`config.mk`:
```
export PLATFORM = sky130hd
export DESIGN_NAME = dcache_port_ctrl_flat
export DESIGN_NICKNAME = d
export VERILOG_FILES = /design/src/rtl/dcache_port_ctrl_if.sv /design/src/rtl/dcache_port_ctrl.sv /design/src/flat_wrapper.sv
export SDC_FILE = /design/constraint.sdc
export NUM_CORES = 1
export LEC_CHECK = 0
export CORE_AREA = 2 2 645 647
export CTS_CLUSTER_SIZE = 10
export DETAILED_ROUTE_END_ITERATION = 7
export DIE_AREA = 0 0 647 649
export PLACE_DENSITY = 0.3
export SETUP_SLACK_MARGIN = 0.5
export SLEW_MARGIN = 30
export SYNTH_ARGS = -nofsm -noshare
export SYNTH_HDL_FRONTEND = slang
export SYNTH_SLANG_ARGS = --single-unit
export TNS_END_PERCENT = 100
```
`constraint.sdc`:
```
create_clock -name clk -period 1.9 [get_ports clk]
set_input_delay 0.19 -clock clk [delete_from_list [all_inputs] [get_ports clk]]
set_output_delay 0.19 -clock clk [all_outputs]
set_load 0.05 [all_outputs]
```
`src/rtl/dcache_port_ctrl_if.sv`:
```
// Port bundle between one dcache port controller and its surroundings.
// slave  : the controller itself (serves core requests, drives SRAM and miss-handler requests).
// master : the environment (core port, SRAM arbiter/tag compare, miss handler).
// Groups: core request/response, shared tag/data SRAM, miss handler / MSHR, uncached path.
interface dcache_port_ctrl_if #(
  parameter int unsigned WAYS     = 8,
  parameter int unsigned INDEX_W  = 12,
  parameter int unsigned TAG_W    = 44,
  parameter int unsigned LINE_W   = 128,
  parameter int unsigned OFFSET_W = 4
);
  // control / status
  logic                      bypass;
  logic                      stall;
  logic                      busy;
  // core request / response
  logic                      req_valid;
  logic [INDEX_W-1:0]        req_index;
  logic [TAG_W-1:0]          req_tag;
  logic                      req_tag_vld;
  logic                      req_kill;
  logic                      req_we;
  logic [63:0]               req_wdata;
  logic [7:0]                req_be;
  logic                      req_gnt;
  logic                      req_rvalid;
  logic [63:0]               req_rdata;
  // shared tag/data SRAM
  logic [WAYS-1:0]           sram_req;
  logic [INDEX_W-1:0]        sram_addr;
  logic                      sram_gnt;
  logic [TAG_W-1:0]          sram_tag;
  logic [WAYS*LINE_W-1:0]    sram_rdata;
  logic [WAYS-1:0]           sram_hit;
  logic                      sram_we;
  logic [LINE_W/8-1:0]       sram_be;
  logic [LINE_W-1:0]         sram_wdata;
  logic                      sram_valid;
  logic                      sram_dirty;
  // miss handler / MSHR
  logic                      miss_req;
  logic                      miss_byp;
  logic [TAG_W+INDEX_W-1:0]  miss_addr;
  logic                      miss_we;
  logic [63:0]               miss_wdata;
  logic [7:0]                miss_be;
  logic                      miss_gnt;
  logic                      mshr_match;
  // uncached path
  logic                      byp_gnt;
  logic                      byp_valid;
  logic [63:0]               byp_data;

  modport slave (
    input  bypass, stall, req_valid, req_index, req_tag, req_tag_vld, req_kill, req_we,
           req_wdata, req_be, sram_gnt, sram_rdata, sram_hit, miss_gnt, mshr_match,
           byp_gnt, byp_valid, byp_data,
    output busy, req_gnt, req_rvalid, req_rdata, sram_req, sram_addr, sram_tag, sram_we,
           sram_be, sram_wdata, sram_valid, sram_dirty, miss_req, miss_byp, miss_addr,
           miss_we, miss_wdata, miss_be
  );

  modport master (
    output bypass, stall, req_valid, req_index, req_tag, req_tag_vld, req_kill, req_we,
           req_wdata, req_be, sram_gnt, sram_rdata, sram_hit, miss_gnt, mshr_match,
           byp_gnt, byp_valid, byp_data,
    input  busy, req_gnt, req_rvalid, req_rdata, sram_req, sram_addr, sram_tag, sram_we,
           sram_be, sram_wdata, sram_valid, sram_dirty, miss_req, miss_byp, miss_addr,
           miss_we, miss_wdata, miss_be
  );
endinterface

```
`src/rtl/dcache_port_ctrl.sv`:
```
// Per-port L1 data-cache controller. Takes a core request (index first, tag later), arbitrates
// for the shared tag/data SRAM, returns load data on a hit, writes store data into the hit way,
// and hands misses / uncached accesses to the miss handler. One request outstanding at a time.
// Ports:
//   clk  - clock
//   clr  - synchronous active-high reset; drops any in-flight request
//   bus  - dcache_port_ctrl_if.slave: core request/response, SRAM, miss handler, uncached path
module dcache_port_ctrl #(
  parameter int unsigned WAYS     = 8,
  parameter int unsigned INDEX_W  = 12,
  parameter int unsigned TAG_W    = 44,
  parameter int unsigned LINE_W   = 128,
  parameter int unsigned OFFSET_W = 4
) (
  input logic               clk,
  input logic               clr,
  dcache_port_ctrl_if.slave bus
);

  localparam int unsigned WordW     = OFFSET_W - 3;
  localparam int unsigned LineBytes = LINE_W / 8;

  localparam logic [2:0] StIdle     = 3'd0;
  localparam logic [2:0] StWaitTag  = 3'd1;
  localparam logic [2:0] StLookup   = 3'd2;  // tag registered, SRAM data and hit valid
  localparam logic [2:0] StStore    = 3'd3;
  localparam logic [2:0] StWaitMshr = 3'd4;
  localparam logic [2:0] StMiss     = 3'd5;
  localparam logic [2:0] StBypData  = 3'd6;
  localparam logic [2:0] StReplay   = 3'd7;  // re-read SRAM for the latched request, no new gnt

  logic [2:0]         state_q, state_d;
  logic [INDEX_W-1:0] index_q, index_d;
  logic [TAG_W-1:0]   tag_q, tag_d;
  logic               we_q, we_d;
  logic [63:0]        wdata_q, wdata_d;
  logic [7:0]         be_q, be_d;
  logic [WAYS-1:0]    hit_q, hit_d;
  logic               byp_q, byp_d;

  logic [WordW-1:0]     word_sel;
  logic [63:0]          hit_word;
  logic                 hit_any;
  logic [LineBytes-1:0] be_line;

  assign word_sel = index_q[OFFSET_W-1:3];
  assign hit_any  = |bus.sram_hit;
  assign be_line  = {{(LineBytes-8){1'b0}}, be_q} << (int'(word_sel) * 8);

  // AND-OR select of the addressed word from the one-hot hit way
  always_comb begin
    hit_word = '0;
    for (int i = 0; i < int'(WAYS); i++) begin
      if (bus.sram_hit[i]) begin
        hit_word = hit_word | bus.sram_rdata[i*LINE_W + int'(word_sel)*64 +: 64];
      end
    end
  end

  assign bus.busy     = (state_q != StIdle);
  assign bus.sram_tag = tag_q;

  always_comb begin
    state_d = state_q;
    index_d = index_q;
    tag_d   = tag_q;
    we_d    = we_q;
    wdata_d = wdata_q;
    be_d    = be_q;
    hit_d   = hit_q;
    byp_d   = byp_q;

    bus.req_gnt    = 1'b0;
    bus.req_rvalid = 1'b0;
    bus.req_rdata  = '0;
    bus.sram_req   = '0;
    bus.sram_addr  = '0;
    bus.sram_we    = 1'b0;
    bus.sram_be    = '0;
    bus.sram_wdata = '0;
    bus.sram_valid = 1'b0;
    bus.sram_dirty = 1'b0;
    bus.miss_req   = 1'b0;
    bus.miss_byp   = 1'b0;
    bus.miss_addr  = '0;
    bus.miss_we    = 1'b0;
    bus.miss_wdata = '0;
    bus.miss_be    = '0;

    unique case (state_q)
      StIdle: begin
        if (bus.req_valid && !bus.stall) begin
          bus.sram_req  = '1;
          bus.sram_addr = bus.req_index;
          if (bus.sram_gnt) begin
            bus.req_gnt = 1'b1;
            index_d     = bus.req_index;
            we_d        = bus.req_we;
            wdata_d     = bus.req_wdata;
            be_d        = bus.req_be;
            state_d     = StWaitTag;
          end
        end
      end
      StWaitTag: begin
        if (bus.req_kill) begin
          state_d = StIdle;
        end else if (bus.req_tag_vld) begin
          tag_d   = bus.req_tag;
          state_d = StLookup;
        end
      end
      StLookup: begin
        if (bus.bypass) begin
          byp_d   = 1'b1;
          state_d = StMiss;
        end else if (hit_any) begin
          if (we_q) begin
            hit_d   = bus.sram_hit;
            state_d = StStore;
          end else begin
            bus.req_rvalid = 1'b1;
            bus.req_rdata  = hit_word;
            state_d        = StIdle;
          end
        end else if (bus.mshr_match) begin
          state_d = StWaitMshr;
        end else begin
          byp_d   = 1'b0;
          state_d = StMiss;
        end
      end
      StStore: begin
        bus.sram_req   = hit_q;
        bus.sram_addr  = index_q;
        bus.sram_we    = 1'b1;
        bus.sram_be    = be_line;
        bus.sram_wdata = {(LINE_W/64){wdata_q}};
        bus.sram_valid = 1'b1;
        bus.sram_dirty = 1'b1;
        if (bus.sram_gnt) begin
          bus.req_rvalid = 1'b1;
          state_d        = StIdle;
        end
      end
      StWaitMshr: begin
        if (!bus.mshr_match) state_d = StReplay;
      end
      StMiss: begin
        bus.miss_req   = 1'b1;
        bus.miss_byp   = byp_q;
        bus.miss_addr  = {tag_q, index_q};
        bus.miss_we    = we_q;
        bus.miss_wdata = wdata_q;
        bus.miss_be    = be_q;
        if (byp_q) begin
          if (bus.byp_gnt) state_d = StBypData;
        end else if (bus.miss_gnt) begin
          state_d = StReplay;
        end
      end
      StBypData: begin
        if (bus.byp_valid) begin
          bus.req_rvalid = 1'b1;
          bus.req_rdata  = we_q ? 64'd0 : bus.byp_data;
          state_d        = StIdle;
        end
      end
      StReplay: begin
        bus.sram_req  = '1;
        bus.sram_addr = index_q;
        if (bus.sram_gnt) state_d = StLookup;
      end
      default: state_d = StIdle;
    endcase
  end

  always_ff @(posedge clk) begin
    if (clr) begin
      state_q <= StIdle;
      index_q <= '0;
      tag_q   <= '0;
      we_q    <= 1'b0;
      wdata_q <= '0;
      be_q    <= '0;
      hit_q   <= '0;
      byp_q   <= 1'b0;
    end else begin
      state_q <= state_d;
      index_q <= index_d;
      tag_q   <= tag_d;
      we_q    <= we_d;
      wdata_q <= wdata_d;
      be_q    <= be_d;
      hit_q   <= hit_d;
      byp_q   <= byp_d;
    end
  end

endmodule

```
`src/flat_wrapper.sv`:
```
// flat-port wrapper written by rule: the top's interface ports become plain ports
module dcache_port_ctrl_flat 
#(
  parameter int unsigned WAYS     = 8,
  parameter int unsigned INDEX_W  = 12,
  parameter int unsigned TAG_W    = 44,
  parameter int unsigned LINE_W   = 128,
  parameter int unsigned OFFSET_W = 4
)
  (clk, clr, bus_bypass, bus_stall, bus_req_valid, bus_req_index, bus_req_tag, bus_req_tag_vld, bus_req_kill, bus_req_we, bus_req_wdata, bus_req_be, bus_sram_gnt, bus_sram_rdata, bus_sram_hit, bus_miss_gnt, bus_mshr_match, bus_byp_gnt, bus_byp_valid, bus_byp_data, bus_busy, bus_req_gnt, bus_req_rvalid, bus_req_rdata, bus_sram_req, bus_sram_addr, bus_sram_tag, bus_sram_we, bus_sram_be, bus_sram_wdata, bus_sram_valid, bus_sram_dirty, bus_miss_req, bus_miss_byp, bus_miss_addr, bus_miss_we, bus_miss_wdata, bus_miss_be);
  dcache_port_ctrl_if #(.WAYS(WAYS), .INDEX_W(INDEX_W), .TAG_W(TAG_W), .LINE_W(LINE_W), .OFFSET_W(OFFSET_W)) bus_i ();
  input logic clk;
  input logic clr;
  input wire logic [$bits(bus_i.bypass)-1:0] bus_bypass;
  input wire logic [$bits(bus_i.stall)-1:0] bus_stall;
  input wire logic [$bits(bus_i.req_valid)-1:0] bus_req_valid;
  input wire logic [$bits(bus_i.req_index)-1:0] bus_req_index;
  input wire logic [$bits(bus_i.req_tag)-1:0] bus_req_tag;
  input wire logic [$bits(bus_i.req_tag_vld)-1:0] bus_req_tag_vld;
  input wire logic [$bits(bus_i.req_kill)-1:0] bus_req_kill;
  input wire logic [$bits(bus_i.req_we)-1:0] bus_req_we;
  input wire logic [$bits(bus_i.req_wdata)-1:0] bus_req_wdata;
  input wire logic [$bits(bus_i.req_be)-1:0] bus_req_be;
  input wire logic [$bits(bus_i.sram_gnt)-1:0] bus_sram_gnt;
  input wire logic [$bits(bus_i.sram_rdata)-1:0] bus_sram_rdata;
  input wire logic [$bits(bus_i.sram_hit)-1:0] bus_sram_hit;
  input wire logic [$bits(bus_i.miss_gnt)-1:0] bus_miss_gnt;
  input wire logic [$bits(bus_i.mshr_match)-1:0] bus_mshr_match;
  input wire logic [$bits(bus_i.byp_gnt)-1:0] bus_byp_gnt;
  input wire logic [$bits(bus_i.byp_valid)-1:0] bus_byp_valid;
  input wire logic [$bits(bus_i.byp_data)-1:0] bus_byp_data;
  output wire logic [$bits(bus_i.busy)-1:0] bus_busy;
  output wire logic [$bits(bus_i.req_gnt)-1:0] bus_req_gnt;
  output wire logic [$bits(bus_i.req_rvalid)-1:0] bus_req_rvalid;
  output wire logic [$bits(bus_i.req_rdata)-1:0] bus_req_rdata;
  output wire logic [$bits(bus_i.sram_req)-1:0] bus_sram_req;
  output wire logic [$bits(bus_i.sram_addr)-1:0] bus_sram_addr;
  output wire logic [$bits(bus_i.sram_tag)-1:0] bus_sram_tag;
  output wire logic [$bits(bus_i.sram_we)-1:0] bus_sram_we;
  output wire logic [$bits(bus_i.sram_be)-1:0] bus_sram_be;
  output wire logic [$bits(bus_i.sram_wdata)-1:0] bus_sram_wdata;
  output wire logic [$bits(bus_i.sram_valid)-1:0] bus_sram_valid;
  output wire logic [$bits(bus_i.sram_dirty)-1:0] bus_sram_dirty;
  output wire logic [$bits(bus_i.miss_req)-1:0] bus_miss_req;
  output wire logic [$bits(bus_i.miss_byp)-1:0] bus_miss_byp;
  output wire logic [$bits(bus_i.miss_addr)-1:0] bus_miss_addr;
  output wire logic [$bits(bus_i.miss_we)-1:0] bus_miss_we;
  output wire logic [$bits(bus_i.miss_wdata)-1:0] bus_miss_wdata;
  output wire logic [$bits(bus_i.miss_be)-1:0] bus_miss_be;
  assign bus_i.bypass = bus_bypass;
  assign bus_i.stall = bus_stall;
  assign bus_i.req_valid = bus_req_valid;
  assign bus_i.req_index = bus_req_index;
  assign bus_i.req_tag = bus_req_tag;
  assign bus_i.req_tag_vld = bus_req_tag_vld;
  assign bus_i.req_kill = bus_req_kill;
  assign bus_i.req_we = bus_req_we;
  assign bus_i.req_wdata = bus_req_wdata;
  assign bus_i.req_be = bus_req_be;
  assign bus_i.sram_gnt = bus_sram_gnt;
  assign bus_i.sram_rdata = bus_sram_rdata;
  assign bus_i.sram_hit = bus_sram_hit;
  assign bus_i.miss_gnt = bus_miss_gnt;
  assign bus_i.mshr_match = bus_mshr_match;
  assign bus_i.byp_gnt = bus_byp_gnt;
  assign bus_i.byp_valid = bus_byp_valid;
  assign bus_i.byp_data = bus_byp_data;
  assign bus_busy = bus_i.busy;
  assign bus_req_gnt = bus_i.req_gnt;
  assign bus_req_rvalid = bus_i.req_rvalid;
  assign bus_req_rdata = bus_i.req_rdata;
  assign bus_sram_req = bus_i.sram_req;
  assign bus_sram_addr = bus_i.sram_addr;
  assign bus_sram_tag = bus_i.sram_tag;
  assign bus_sram_we = bus_i.sram_we;
  assign bus_sram_be = bus_i.sram_be;
  assign bus_sram_wdata = bus_i.sram_wdata;
  assign bus_sram_valid = bus_i.sram_valid;
  assign bus_sram_dirty = bus_i.sram_dirty;
  assign bus_miss_req = bus_i.miss_req;
  assign bus_miss_byp = bus_i.miss_byp;
  assign bus_miss_addr = bus_i.miss_addr;
  assign bus_miss_we = bus_i.miss_we;
  assign bus_miss_wdata = bus_i.miss_wdata;
  assign bus_miss_be = bus_i.miss_be;
  dcache_port_ctrl #(.WAYS(WAYS), .INDEX_W(INDEX_W), .TAG_W(TAG_W), .LINE_W(LINE_W), .OFFSET_W(OFFSET_W)) u_core (.clk(clk), .clr(clr), .bus(bus_i));
endmodule
```
==> results, run 1 <==
- The filler cell count is 46900.
- The final wirelength is 291 mm.
- No sink is reached through more buffers than the 3 on the longest clock path.
- During synthesis, Yosys emitted a total of 0 warnings.
- The cell count after synthesis came out at 2000.
- The placed instance area is 45300 um2.
- The switching part of the total power is 0.410.
- The share of total power dissipated in combinational logic is 0.644.
- The internal power is 13.3 mW.
- In the final layout, the share of cells above drive strength 1 is 0.463.
- At the pin with the least slew margin, the transition time is 0.953 ns.
- The type of the tightest min-delay check is input port to flop.
- The clock root buffer master is sky130_fd_sc_hd__clkbuf_16.
- For the worst setup path, the data arrival time is 3.09 ns.
- The library cells used most frequently in the layout, excluding fill and tap cells, are 1243 x sky130_fd_sc_hd__clkdlybuf4s50_1, 411 x sky130_fd_sc_hd__buf_12, 372 x sky130_fd_sc_hd__mux2_2.
- Counting every sink on the clock net gives 141.
- The mapped netlist covers 16400 um2.
- The number of slew-limit violations in the final report is 0.
- The final worst setup slack is -1.38 ns.
- The clock insertion delay at the later pin of the skew report is 0.57 ns.
- The most used flip-flop cell after synthesis is sky130_fd_sc_hd__dfxtp_1.
- Static timing analysis puts the maximum clock frequency at 305 MHz.
- The share of synthesized area in the top cell type comes to 0.352.
- Dividing total power by cell area gives a power density of 448 nW/um2.
- The routed design could run at a clock period as short as 3.28 ns.
- The total routing usage reported by global routing is 0.131.
- Max-cap violations in this run came to 0.
- The overall die height is 649 um.
- The initial standard-cell utilization of the core is 0.0397.
- In this run, synthesis produced a sequential element count of 141.
- The sequential share of the synthesized area is 0.173.
- Summed over all cells, the static leakage comes to 17.2 nW.
- The global-route congestion overflow total is 0.
- The number of optimization iterations in the first detailed-route pass is 7.
- STA classifies the critical path endpoint as an output pin.
- Entering global routing, the biggest net connects 46 pins.
- The routed via count is 24800.
- The port buffer count is 1645.
- On the final layout, the worst hold slack is 0.165 ns.
- The maximum resistive drop on vdd is 0.625 mV.
- The wire length per cell is 31.2 um.
- After routing the design area is 50300 um2.
- Counting flops with an async set or reset pin after synthesis yields a share of 0.
- The post-synth net total is 3237.
- The H-tree was split into 4 levels.
- The total number of nets in the final design is 5021.
- The width of the chip is 647 um.
- The worst slew margin relative to its limit is 0.365.
- For this run, design rule violations remaining after detail routing come to 0.
- Setup repair after global routing could not meet its margin everywhere.
- The final reports fail on negative setup slack.
- The initial antenna violation count is 181.
- The post-layout total power is 22.5 mW.
- Each instance of the synthesized netlist takes up on average 8.18 um2.
- The final RePlAce weighted congestion is 0.889.
- The library cell used most frequently in the layout, excluding fill and tap cells, is sky130_fd_sc_hd__clkdlybuf4s50_1.
- Dividing the final minimum period by the clock period gives 1.72.
- The number of hold-slack violations in the final timing report is 0.
- The wire-length estimate of the detail-placed layout is 257 mm.
- The required time of the critical path is 1.71 ns.
- In this run the remaining antenna-violating nets after routing total 0.
- Across all register-to-register paths, the minimum setup slack is -0.19 ns.
- The core area is 413000 um2.
- The minimum setup slack after placement is -1.40 ns.
- The library cell occupying the most area in the post-synthesis netlist is sky130_fd_sc_hd__mux2_2.
- The analysis attributes to net switching a power of 9.23 mW.
- The via count of the first global-routing pass is 26100.
- The post-synthesis to final-layout area growth is 207%.
- The start-to-end type of the worst setup path is flop to output pin.
- The die covers 420000 um2.
- After the first detailed-routing iteration, the DRC count stood at 1171.
- STA classifies the critical path startpoint as a flop.
- The clock transition at the registers of the reported paths is 0.09 ns.
- The worst clock skew on the final layout is 0.0487 ns.
- Setup violations remaining at the end of the flow were counted as 467.
- The flow ran to the end, but the final reports show violations.
- The post-placement cell count is 9087.
- After detailed routing, the number of vias per cell comes to 2.66.
- The clock network fraction of design power is 0.203.
- The number of synthesized flops with an enable pin is 0.
- The netlist uses 41 different library cells.
- After synthesis, the cell types taking the most area are sky130_fd_sc_hd__mux2_2 35%, sky130_fd_sc_hd__dfxtp_1 17%, sky130_fd_sc_hd__a22oi_1 12%.
- The part of the power in registers is 0.152.
- Summed over all failing endpoints, the final setup total negative slack is -202.51 ns.
- The first global-routing pass estimated 346 mm of wire.
- For this run, the share of the core covered by cells in the final layout is 0.122.
- The clock tree from TritonCTS is built.
- The peak fanout along the critical path is 8.
- The final non-filler cell total is 9326.
- The initialized floorplan defines 236 standard-cell rows.
- In this run the count of I/O pins placed on the die edge is 1646.
- The total CTS buffers is 25.
## repair_timing
action,CTS,global route
pin swaps,67,69
setup buffers,50,52
resized for setup,307,273
hold buffers,1,0
endpoints found under the setup margin,548,545
cloned,16,25
endpoints found under the hold margin,9,0
## power groups by stage
stage          Combinational, mW  Sequential, mW  Clock, mW
2_1_floorplan               5.21            3.55          0
3_3_place_gp                13.1            3.47          0
3_5_place_dp                13.1            3.48          0
4_1_cts                     14.0            3.41       4.85
5_1_grt                     15.2            3.45       4.87
6_report                    14.5            3.43       4.58
## layer usage
layer / up-vias / GRT usage / wire [um]
li1: 11000 / - / -
met5: - / 0 / 483
met3: 338 / 0.0340 / 18700
met1: 12200 / 0.143 / 110000
met4: 70 / 0.0244 / 6360
met2: 1203 / 0.251 / 156000
## critical path: stages (launching register included)
cell	delay (ns)
sky130_fd_sc_hd__dfxtp_4	0.37
sky130_fd_sc_hd__buf_12	0.14
sky130_fd_sc_hd__buf_16	0.20
sky130_fd_sc_hd__buf_8	0.18
sky130_fd_sc_hd__buf_12	0.14
sky130_fd_sc_hd__mux2_2	0.35
sky130_fd_sc_hd__a22oi_2	0.16
sky130_fd_sc_hd__buf_4	0.15
sky130_fd_sc_hd__nand4_1	0.28
sky130_fd_sc_hd__a22o_4	0.33
sky130_fd_sc_hd__buf_6	0.15
## logic make-up after synthesis
family / Yosys count / share of synthesized area
simple gates: 573 / 0.178
mux: 521 / 0.358
compound gates: 489 / 0.212
buf+inv: 276 / 0.0800
flops: 141 / 0.173
## synth_stat cells (2+ instances only)
| cell | count |
|---|---|
| sky130_fd_sc_hd__a21o_1 | 9 |
| sky130_fd_sc_hd__a21oi_1 | 133 |
| sky130_fd_sc_hd__a22o_1 | 76 |
| sky130_fd_sc_hd__a22oi_1 | 257 |
| sky130_fd_sc_hd__a31oi_1 | 2 |
| sky130_fd_sc_hd__and2_1 | 139 |
| sky130_fd_sc_hd__and3_1 | 75 |
| sky130_fd_sc_hd__buf_1 | 15 |
| sky130_fd_sc_hd__buf_2 | 20 |
| sky130_fd_sc_hd__buf_4 | 66 |
| sky130_fd_sc_hd__clkbuf_1 | 170 |
| sky130_fd_sc_hd__dfxtp_1 | 141 |
| sky130_fd_sc_hd__inv_1 | 4 |
| sky130_fd_sc_hd__mux2_2 | 512 |
| sky130_fd_sc_hd__mux2i_1 | 9 |
| sky130_fd_sc_hd__nand2_1 | 263 |
| sky130_fd_sc_hd__nand2b_1 | 2 |
| sky130_fd_sc_hd__nand3_1 | 2 |
| sky130_fd_sc_hd__nand4_1 | 64 |
| sky130_fd_sc_hd__nor2_1 | 13 |
| sky130_fd_sc_hd__nor2b_1 | 3 |
| sky130_fd_sc_hd__nor3_1 | 3 |
| sky130_fd_sc_hd__nor3b_1 | 2 |
| sky130_fd_sc_hd__nor4_2 | 2 |
| sky130_fd_sc_hd__o21ai_0 | 2 |
## registers in the layout (all words and copies together) (netlist names)
| signal | count |
|---|---|
| u_core.be_q | 8 |
| u_core.hit_q | 8 |
| u_core.byp_q | 1 |
| u_core.wdata_q | 64 |
| u_core.bus.sram_tag | 44 |
| u_core.index_q | 12 |
| u_core.state_q | 3 |
| u_core.we_q | 1 |
## final timing paths
kind | start | to | cells after the start
hold reg to reg | u_core.wdata_q[34] | u_core.wdata_q[34] | 2
setup reg to reg | u_core.state_q[1] | u_core.bus.sram_tag[37] | 9
hold / removal | bus_req_be[1] | u_core.be_q[1] | 3
setup / recovery | u_core.index_q[3] | bus_req_rdata[41] | 10
## layout make-up
type | count | area, um2 | share of cell area
Clock inverter | 3 | 90.1 | 0.00179
Sequential cell | 141 | 2830 | 0.0563
Antenna cell | 64 | 160 | 0.00319
Multi-Input combinational cell | 1584 | 14800 | 0.295
Timing Repair Buffer | 2027 | 24800 | 0.494
Inverter | 5 | 36.3 | 0.000722
Clock buffer | 28 | 637 | 0.0127
Tap cell | 5474 | 6850 | 0.136
(Power assumes the default switching activity.)
==> inputs of run 2 (changes only) <==
--- a/config.mk
+++ b/config.mk
@@ -11,7 +11,7 @@
 export DIE_AREA = 0 0 647 649
 export PLACE_DENSITY = 0.3
 export SETUP_SLACK_MARGIN = 0.5
-export SLEW_MARGIN = 30
+export SLEW_MARGIN = 20
 export SYNTH_ARGS = -nofsm -noshare
 export SYNTH_HDL_FRONTEND = slang
 export SYNTH_SLANG_ARGS = --single-unit
==> results of run 2 <==
The final DEF is identical to that of run 1; final timing and power are the same.
